### src/rtl/dropout_mask_gen_pkg.sv
// Shared constants and FSM encoding for the dropout keep-mask generator and
// the other LFSR-driven stochastic blocks.
package dropout_pkg;

  localparam int                  LFSR_W       = 16;
  localparam logic [LFSR_W-1:0]   LFSR_POLY    = 16'hB400;
  localparam logic [LFSR_W-1:0]   DEFAULT_SEED = 16'hACE1;

  typedef enum logic [1:0] {
    IDLE = 2'd0,
    GEN  = 2'd1,
    HOLD = 2'd2
  } state_t;

endpackage

### src/rtl/dropout_mask_gen_if.sv
// Valid/ready mask channel between the mask generator and the dropout stage.
interface dropout_mask_gen_if #(
  parameter int WIDTH = 8
) ();

  logic             mask_valid;
  logic             mask_ready;
  logic [WIDTH-1:0] mask;
  logic [4:0]       drop_count;

  modport master (
    output mask_valid,
    output mask,
    output drop_count,
    input  mask_ready
  );

  modport slave (
    input  mask_valid,
    input  mask,
    input  drop_count,
    output mask_ready
  );

endinterface

### src/rtl/dropout_mask_gen_lfsr16_step.sv
// Combinational next-state function of the 16-bit Galois LFSR, plus the
// zero-seed substitution that keeps the register out of the lock-up state.
module lfsr16_step
  import dropout_pkg::*;
#(
  parameter logic [LFSR_W-1:0] ZERO_SEED = DEFAULT_SEED
) (
  input  logic [LFSR_W-1:0] lfsr_cur,
  input  logic [LFSR_W-1:0] seed_raw,
  output logic [LFSR_W-1:0] lfsr_next,
  output logic [LFSR_W-1:0] seed_safe
);

  assign lfsr_next = (lfsr_cur >> 1) ^ (lfsr_cur[0] ? LFSR_POLY : '0);
  assign seed_safe = (seed_raw == '0) ? ZERO_SEED : seed_raw;

endmodule

### src/rtl/dropout_mask_gen.sv
// Keep-mask generator: one LFSR-driven lane decision per cycle, the finished
// mask and its drop count are offered on a valid/ready channel.
module dropout_mask_gen #(
  parameter int          WIDTH        = 8,
  parameter logic [15:0] DEFAULT_SEED = dropout_pkg::DEFAULT_SEED
) (
  input  logic               clk,
  input  logic               reset,
  input  logic               enable,
  input  logic               seed_load,
  input  logic [15:0]        seed_in,
  input  logic [7:0]         rate,
  dropout_mask_gen_if.master mbus,
  output logic               busy
);

  import dropout_pkg::*;

  localparam int                LANE_W    = (WIDTH > 1) ? $clog2(WIDTH) : 1;
  localparam logic [LANE_W-1:0] LAST_LANE = LANE_W'(WIDTH - 1);

  state_t            state_q;
  state_t            state_d;
  logic [LFSR_W-1:0] lfsr_q;
  logic [LFSR_W-1:0] lfsr_next;
  logic [LFSR_W-1:0] seed_safe;
  logic [LANE_W-1:0] lane_q;
  logic [7:0]        rate_q;
  logic [WIDTH-1:0]  mask_q;
  logic [4:0]        count_q;
  logic              valid_q;
  logic              busy_q;
  logic              xfer;
  logic              gen_start;
  logic              lane_step;
  logic              keep;

  lfsr16_step #(
    .ZERO_SEED (DEFAULT_SEED)
  ) u_step (
    .lfsr_cur  (lfsr_q),
    .seed_raw  (seed_in),
    .lfsr_next (lfsr_next),
    .seed_safe (seed_safe)
  );

  assign xfer = valid_q & mbus.mask_ready;
  assign keep = (lfsr_next[7:0] >= rate_q);

  // NOTE: sequential state uses non-blocking assignments so every register
  // samples the pre-edge values regardless of process evaluation order.
  always_ff @(posedge clk or posedge reset) begin
    if (reset) state_q <= IDLE;
    else       state_q <= state_d;
  end

  // NOTE: state_d gets a default before the case so no path leaves it
  // unassigned, which would otherwise infer a latch.
  always_comb begin
    state_d = state_q;
    unique case (state_q)
      IDLE:    if (enable)               state_d = GEN;
      GEN:     if (lane_q == LAST_LANE)  state_d = HOLD;
      HOLD:    if (xfer)                 state_d = enable ? GEN : IDLE;
      default:                           state_d = IDLE;
    endcase
    // A seed load overrides everything, including a coincident transfer.
    if (seed_load) state_d = IDLE;
  end

  always_comb begin
    gen_start = (state_d == GEN) && (state_q != GEN);
    lane_step = (state_q == GEN) && !seed_load;
  end

  always_ff @(posedge clk or posedge reset) begin
    if (reset) begin
      lfsr_q  <= DEFAULT_SEED;
      lane_q  <= '0;
      rate_q  <= '0;
      mask_q  <= '0;
      count_q <= '0;
      valid_q <= 1'b0;
      busy_q  <= 1'b0;
    end else begin
      // Registered from the next state so both flags track state_q exactly.
      valid_q <= (state_d == HOLD);
      busy_q  <= (state_d == GEN);

      if (seed_load) begin
        lfsr_q <= seed_safe;
      end else if (lane_step) begin
        lfsr_q         <= lfsr_next;
        mask_q[lane_q] <= keep;
        count_q        <= count_q + {4'd0, ~keep};
        lane_q         <= lane_q + 1'b1;
      end

      if (gen_start) begin
        rate_q  <= rate;
        lane_q  <= '0;
        mask_q  <= '0;
        count_q <= '0;
      end
    end
  end

  assign mbus.mask_valid = valid_q;
  assign mbus.mask       = mask_q;
  assign mbus.drop_count = count_q;
  assign busy            = busy_q;

endmodule
### src/flat_wrapper.sv
// flat-port wrapper written by rule: the top's interface ports become plain ports
module dropout_mask_gen_flat import dropout_pkg::*;
#(
  parameter int          WIDTH        = 8,
  parameter logic [15:0] DEFAULT_SEED = dropout_pkg::DEFAULT_SEED
)
  (clk, reset, enable, seed_load, seed_in, rate, busy, mbus_mask_valid, mbus_mask, mbus_drop_count, mbus_mask_ready);
  dropout_mask_gen_if #(.WIDTH(WIDTH)) mbus_i ();
  input  logic clk;
  input  logic reset;
  input  logic enable;
  input  logic seed_load;
  input  logic [15:0] seed_in;
  input  logic [7:0] rate;
  output logic busy;
  output wire logic [$bits(mbus_i.mask_valid)-1:0] mbus_mask_valid;
  output wire logic [$bits(mbus_i.mask)-1:0] mbus_mask;
  output wire logic [$bits(mbus_i.drop_count)-1:0] mbus_drop_count;
  input wire logic [$bits(mbus_i.mask_ready)-1:0] mbus_mask_ready;
  assign mbus_mask_valid = mbus_i.mask_valid;
  assign mbus_mask = mbus_i.mask;
  assign mbus_drop_count = mbus_i.drop_count;
  assign mbus_i.mask_ready = mbus_mask_ready;
  dropout_mask_gen #(.WIDTH(WIDTH), .DEFAULT_SEED(DEFAULT_SEED)) u_core (.clk(clk), .reset(reset), .enable(enable), .seed_load(seed_load), .seed_in(seed_in), .rate(rate), .mbus(mbus_i), .busy(busy));
endmodule
### config.mk
export PLATFORM = sky130hd
export DESIGN_NAME = dropout_mask_gen_flat
export DESIGN_NICKNAME = d
export VERILOG_FILES = /design/src/rtl/dropout_mask_gen_pkg.sv /design/src/rtl/dropout_mask_gen_if.sv /design/src/rtl/dropout_mask_gen_lfsr16_step.sv /design/src/rtl/dropout_mask_gen.sv /design/src/flat_wrapper.sv
export SDC_FILE = /design/constraint.sdc
export NUM_CORES = 1
export LEC_CHECK = 0
export ABC_CLOCK_PERIOD_IN_PS = 3400
export CAP_MARGIN = 20
export CORE_ASPECT_RATIO = 0.8
export CORE_MARGIN = 10
export CORE_UTILIZATION = 56
export CTS_CLUSTER_DIAMETER = 80
export DETAILED_ROUTE_END_ITERATION = 12
export GPL_TIMING_DRIVEN = 0
export PLACE_DENSITY = 0.88
export RECOVER_POWER = 100
export SLEW_MARGIN = 15
export SYNTH_ARGS = -nofsm -noshare
export SYNTH_HDL_FRONTEND = slang
export SYNTH_SLANG_ARGS = --single-unit
export TNS_END_PERCENT = 50
### constraint.sdc
create_clock -name clk -period 3.4 [get_ports clk]
set_input_delay 0.68 -clock clk [delete_from_list [all_inputs] [get_ports clk]]
set_output_delay 0.68 -clock clk [all_outputs]
set_load 0.02 [all_outputs]
Yosys cells after proc, flatten, opt, wreduce, memory -nomap -nowiden. Cells that the tools add are included.

Flip-flop bits (word level): 44. Latch bits: 0. RAM bits: 0. Bits in read-only memories: 0. Bits of input ports: 29. Output and inout port bits: 15. Memories: 0.

$add $sub $neg: 2. Multiply operators: 0. Div/mod/pow operators: 0. Magnitude comparators: 3. Equal/unequal tests: 7. Shift operators: 0. Muxes and demuxes: 22. Bitwise logic cells: 3. Reduce and logical (&&, ||, !) cells: 9.

Operators with widths (count): $mux W16 (4); $mux W8 (3); $logic_not A16 Y1 (1); $xor A15 B16 Y16 (1); $mux W5 (3); $mux W3 (3); $bwmux W8 (1); $ge A8 B8 Y1 (1); $mux W2 (4); $pmux W2 S3 (1); $add A5 B1 Y5 (1); $eq A2 B1 Y1 const B (2); $eq A2 B2 Y1 const B (2); $lt A3 B4 Y1 const B (1); $ne A2 B1 Y1 const B (2); $reduce_bool A2 Y1 (2); $add A3 B1 Y3 const B (1); $demux W1 S3 (1); $eq A3 B3 Y1 const B (1); $ge A3 B1 Y1 const B (1); $logic_and A1 B1 Y1 (3); $logic_not A2 Y1 (1); $mux W1 (2); $reduce_and A2 Y1 (1); 3 further kinds (3).

Depth between registers and ports, before layout.
Depth in word-level cells: 8. Mapped depth: 11.

Modules after synthesis. From an unflattened synthesis, not the netlist that was laid out.

Cells, all modules: 257. Area, all modules: 2562.5 µm².

By module, submodules not included: dropout_mask_gen (instances 1, cells an instance 209, area an instance 2187.1 µm², sequential area each 1111.1 µm²); lfsr16_step (instances 1, cells an instance 48, area an instance 375.4 µm², sequential area each 0.0 µm²).

Least setup slack after synthesis. OpenSTA, ideal clock, no wires.

Kind: reg2reg. Start: register u_core.lfsr_q[2]. End: register u_core.count_q[4], in the netlist u_core.mbus.drop_count[4]. Library setup time: 77 ps. Data arrival time: 2282 ps. Slack: 1041 ps. Stages on the path, launching flop included: 11. Path buffers: 1. Clock period less this slack: 2359 ps. Cells stage by stage: dfrtp_1 ha_1 or4_1 a21oi_1 o31a_1 buf_2 ha_1 ha_1 nand2_1 or3_1 a21oi_1.

Cells in the longest elaborated chain, start to end: 7.

Ends and longest elaborated chain: start: declaration (line dropout_mask_gen.sv:24) `logic [LFSR_W-1:0] lfsr_q;`; start signal: assignment (line dropout_mask_gen.sv:91) `lfsr_q <= seed_safe;`; start signal: assignment (line dropout_mask_gen.sv:93) `lfsr_q <= lfsr_next;`; $xor A15 B16 Y16 (line dropout_mask_gen_lfsr16_step.sv:14) `assign lfsr_next = (lfsr_cur >> 1) ^ (lfsr_cur[0] ? LFSR_POLY : '0);`; $ge A8 B8 Y1 (line dropout_mask_gen.sv:48) `assign keep = (lfsr_next[7:0] >= rate_q);`; $not A1 Y1 (line dropout_mask_gen.sv:95) `count_q <= count_q + {4'd0, ~keep};`; $add A5 B1 Y5 (line dropout_mask_gen.sv:95); $mux W5 (line dropout_mask_gen.sv:92) `end else if (lane_step) begin`; $mux W5 (line dropout_mask_gen.sv:90) `if (seed_load) begin`; $mux W5 (line dropout_mask_gen.sv:99) `if (gen_start) begin`; end signal: assignment (line dropout_mask_gen.sv:95); end: declaration (line dropout_mask_gen.sv:30) `logic [4:0] count_q;`.

Every way passes these cells. The select of a mux whose other input is x is not followed. A chain may end at the register's enable or synchronous reset.

Worst setup path in the final report.
Start: register u_core.lfsr_q[3]. End: register u_core.count_q[4], in the netlist u_core.mbus.drop_count[4].

The elaborated chain is that of the path after synthesis.

==> reports/metrics.cfg <==
[global_routing]
grt_pass1_vias=1922
antenna_found_initial=0
overflow=0
grtUsageTotal_pct=15.1
grt_max_degree=36
grt_pass1_wl_um=8870

[die]
rows=20
die_x_um=92.1
dieArea_sq_mm=0.00716
die_y_um=77.7
core_area_sq_mm=0.00390
pin_count=44
initial_core_util_pct=59.7

[setup_path]
arrival_ns=3.08
worstSetupEndpointType=flip-flop
critPathLaunchType=flip-flop
crit_type=reg -> reg
cp_max_fo=9
cp.required_ns=3.63

[power]
p_switching_mw=0.407
swShare_pct=29.7
internal_power_mw=0.961
power_frac_seq_pct=47.9
p_per_area_mw_per_mm2=468
p_clk_share_pct=25.9
power_mw=1.37
p_leak_nw=1.34
comb_power_share_pct=26.2
peakVddDrop_mv=0.298

[synth]
netlist_instances=219
synth-main-ff-cell=dfrtp_1
synth-seq-cells=44
synth_warnings=0
synth_fp_nets=260
synth_async_sr_flop_share_pct=100
ys_types=37
netlist_area_sq_mm=0.00233
synth_seq_area_share_pct=47.7
synth_edf_count=0
synth_area_per_cell_sq_um=10.6

[clock_tree]
clock-sinks=44
cts.repair.resized=0
clock_latency_ns=0.30
postCtsSetupRepairBufs=0
cts_tree=built
clkTransAtPathRegs_ns=0.08
cts_buffer_depth=2
cts_hold_buf=0
numCtsBuffers=5
clockRootBuffer=clkbuf_8
h-tree-depth=2

[placed_design]
place.gp.congestion=0.818
hpwl_um=4000
io_buffers=42

[routing]
dr.pass1.iters=4
vias=1808
avgViaCountPerCell=5.56
wl_per_cell_um=16.0
drt-initial-drc-count=100
drc=0
ant_nets=0
wl_um=5210

[timing]
finalSetupViolCount=0
whs_ns=0.507
drv_slew=0
clock_skew_ns=0.0108
maxSlewHeadroom_pct=57.8
hold_viol=0
period_needed_ns=2.85
finalCritPeriodShare_pct=83.9
tightest_slew_ns=0.633
fmax_mhz=351
rsz0062_at_grt=no
setup_tns_ns=0

[flow_run]
cap_viol_max_count=0

[layout]
final_common_cell=dfrtp_1
n_antenna_cell=0
final_cell_mix=dfrtp_1, nand2_1, clkdlybuf4s50_1
nets=310
area_growth_pct=25.4
layout-drive-gt1-share_pct=15.9

[worst_hold_path]
min_path_type=reg -> reg

[status]
status=complete, no violations

## flip-flops by register name, summed over array words and instances, names as in the netlist
register and cells:
u_core.lfsr_q 16, u_core.mbus.mask 8, u_core.rate_q 8, u_core.mbus.drop_count 5, u_core.lane_q 3, u_core.state_q 2, u_core.busy 1, u_core.mbus.mask_valid 1
## power groups by stage
stage	Combinational [mW]	Sequential (mW)	Clock, mW
floorplan	0.220	0.676	0
global placement	0.357	0.662	0
detailed placement	0.372	0.664	0
CTS	0.374	0.655	0.363
global route	0.405	0.664	0.379
finish	0.359	0.654	0.354
## critical path, stage by stage, from the launching register on
cell      delay [ns]
dfrtp_1         0.41
ha_1            0.20
or4_1           0.52
a21oi_1         0.15
o31a_1          0.15
clkbuf_1        0.35
ha_1            0.26
ha_1            0.15
nand2_1         0.09
or3_1           0.36
a21oi_1         0.14
## path summary, 6_finish.rpt
kind | to | depth (start not counted) | slack (ns) | from
min | u_core.rate_q[3] | 1 | 0.51 | u_core.rate_q[3]
min reg2reg | u_core.rate_q[3] | 1 | 0.51 | u_core.rate_q[3]
max in group asynchronous | u_core.lfsr_q[13] | 3 | 2.00 | reset
min in group asynchronous | u_core.rate_q[3] | 2 | 0.80 | reset
max reg2reg | u_core.mbus.drop_count[4] | 10 | 0.55 | u_core.lfsr_q[3]
max | u_core.mbus.drop_count[4] | 10 | 0.55 | u_core.lfsr_q[3]
## synthesized netlist by cell type (all sizes together), types with 2 or more instances
master | n | area (sq um)
dfrtp | 36 | 901
nand2 | 24 | 90.1
o21ai | 22 | 110
a21oi | 15 | 75.1
mux2 | 13 | 146
ha | 12 | 150
inv | 10 | 37.5
buf | 9 | 75.1
nor2 | 9 | 33.8
o22a | 9 | 78.8
dfstp | 8 | 210
nand3 | 8 | 40.0
mux2i | 7 | 70.1
nor4 | 6 | 58.8
clkbuf | 4 | 15.0
nand2b | 4 | 25.0
nor3 | 4 | 30.0
or3 | 3 | 18.8
xnor2 | 3 | 26.3
nor4b | 2 | 30.0
## final cells by class
type	instances	area, sq um
Sequential cell	44	1110
Multi-Input combinational cell	152	1090
Fill cell	287	981
Timing Repair Buffer	43	440
Clock buffer	8	100
Buffer	13	72.6
Tap cell	55	68.8
Inverter	10	37.5
## through the flow
stage | utilization [%] | instances | area (sq um) | worst slack (ns)
after CTS | 75.3 | 325 | 2940 | 0.750
after detailed placement | 72.8 | 317 | 2840 | 0.772
after global routing | 74.9 | 325 | 2920 | 0.304
final | 74.9 | 325 | 2920 | 0.549
after floorplan | - | 219 | 2330 | 1.04
after global placement | 72.2 | 316 | 2820 | 0.810
## kinds of logic (layout without fill, tap and decap cells)
logic type               count (synthesis)  after routing  share of synthesized area [%]
adder cells (fa/ha/maj)                 12             12                           6.44
flip-flops                              44             44                           47.7
AO/OA/AOI/OAI                           51             51                           13.4
buffers and inverters                   23             74                           5.47
multiplexers                            20             20                           9.29
AND/OR/NAND/NOR                         65             65                           16.2
XOR/XNOR                                 4              4                           1.50
## per-layer routing
metal	share of wire, %	GRT usage [%]
met1	46	19.0
met2	47	23.8
met3	5.8	3.94
met4	1.3	6.77
met5	0	0
Power figures use the tool's default switching activity.
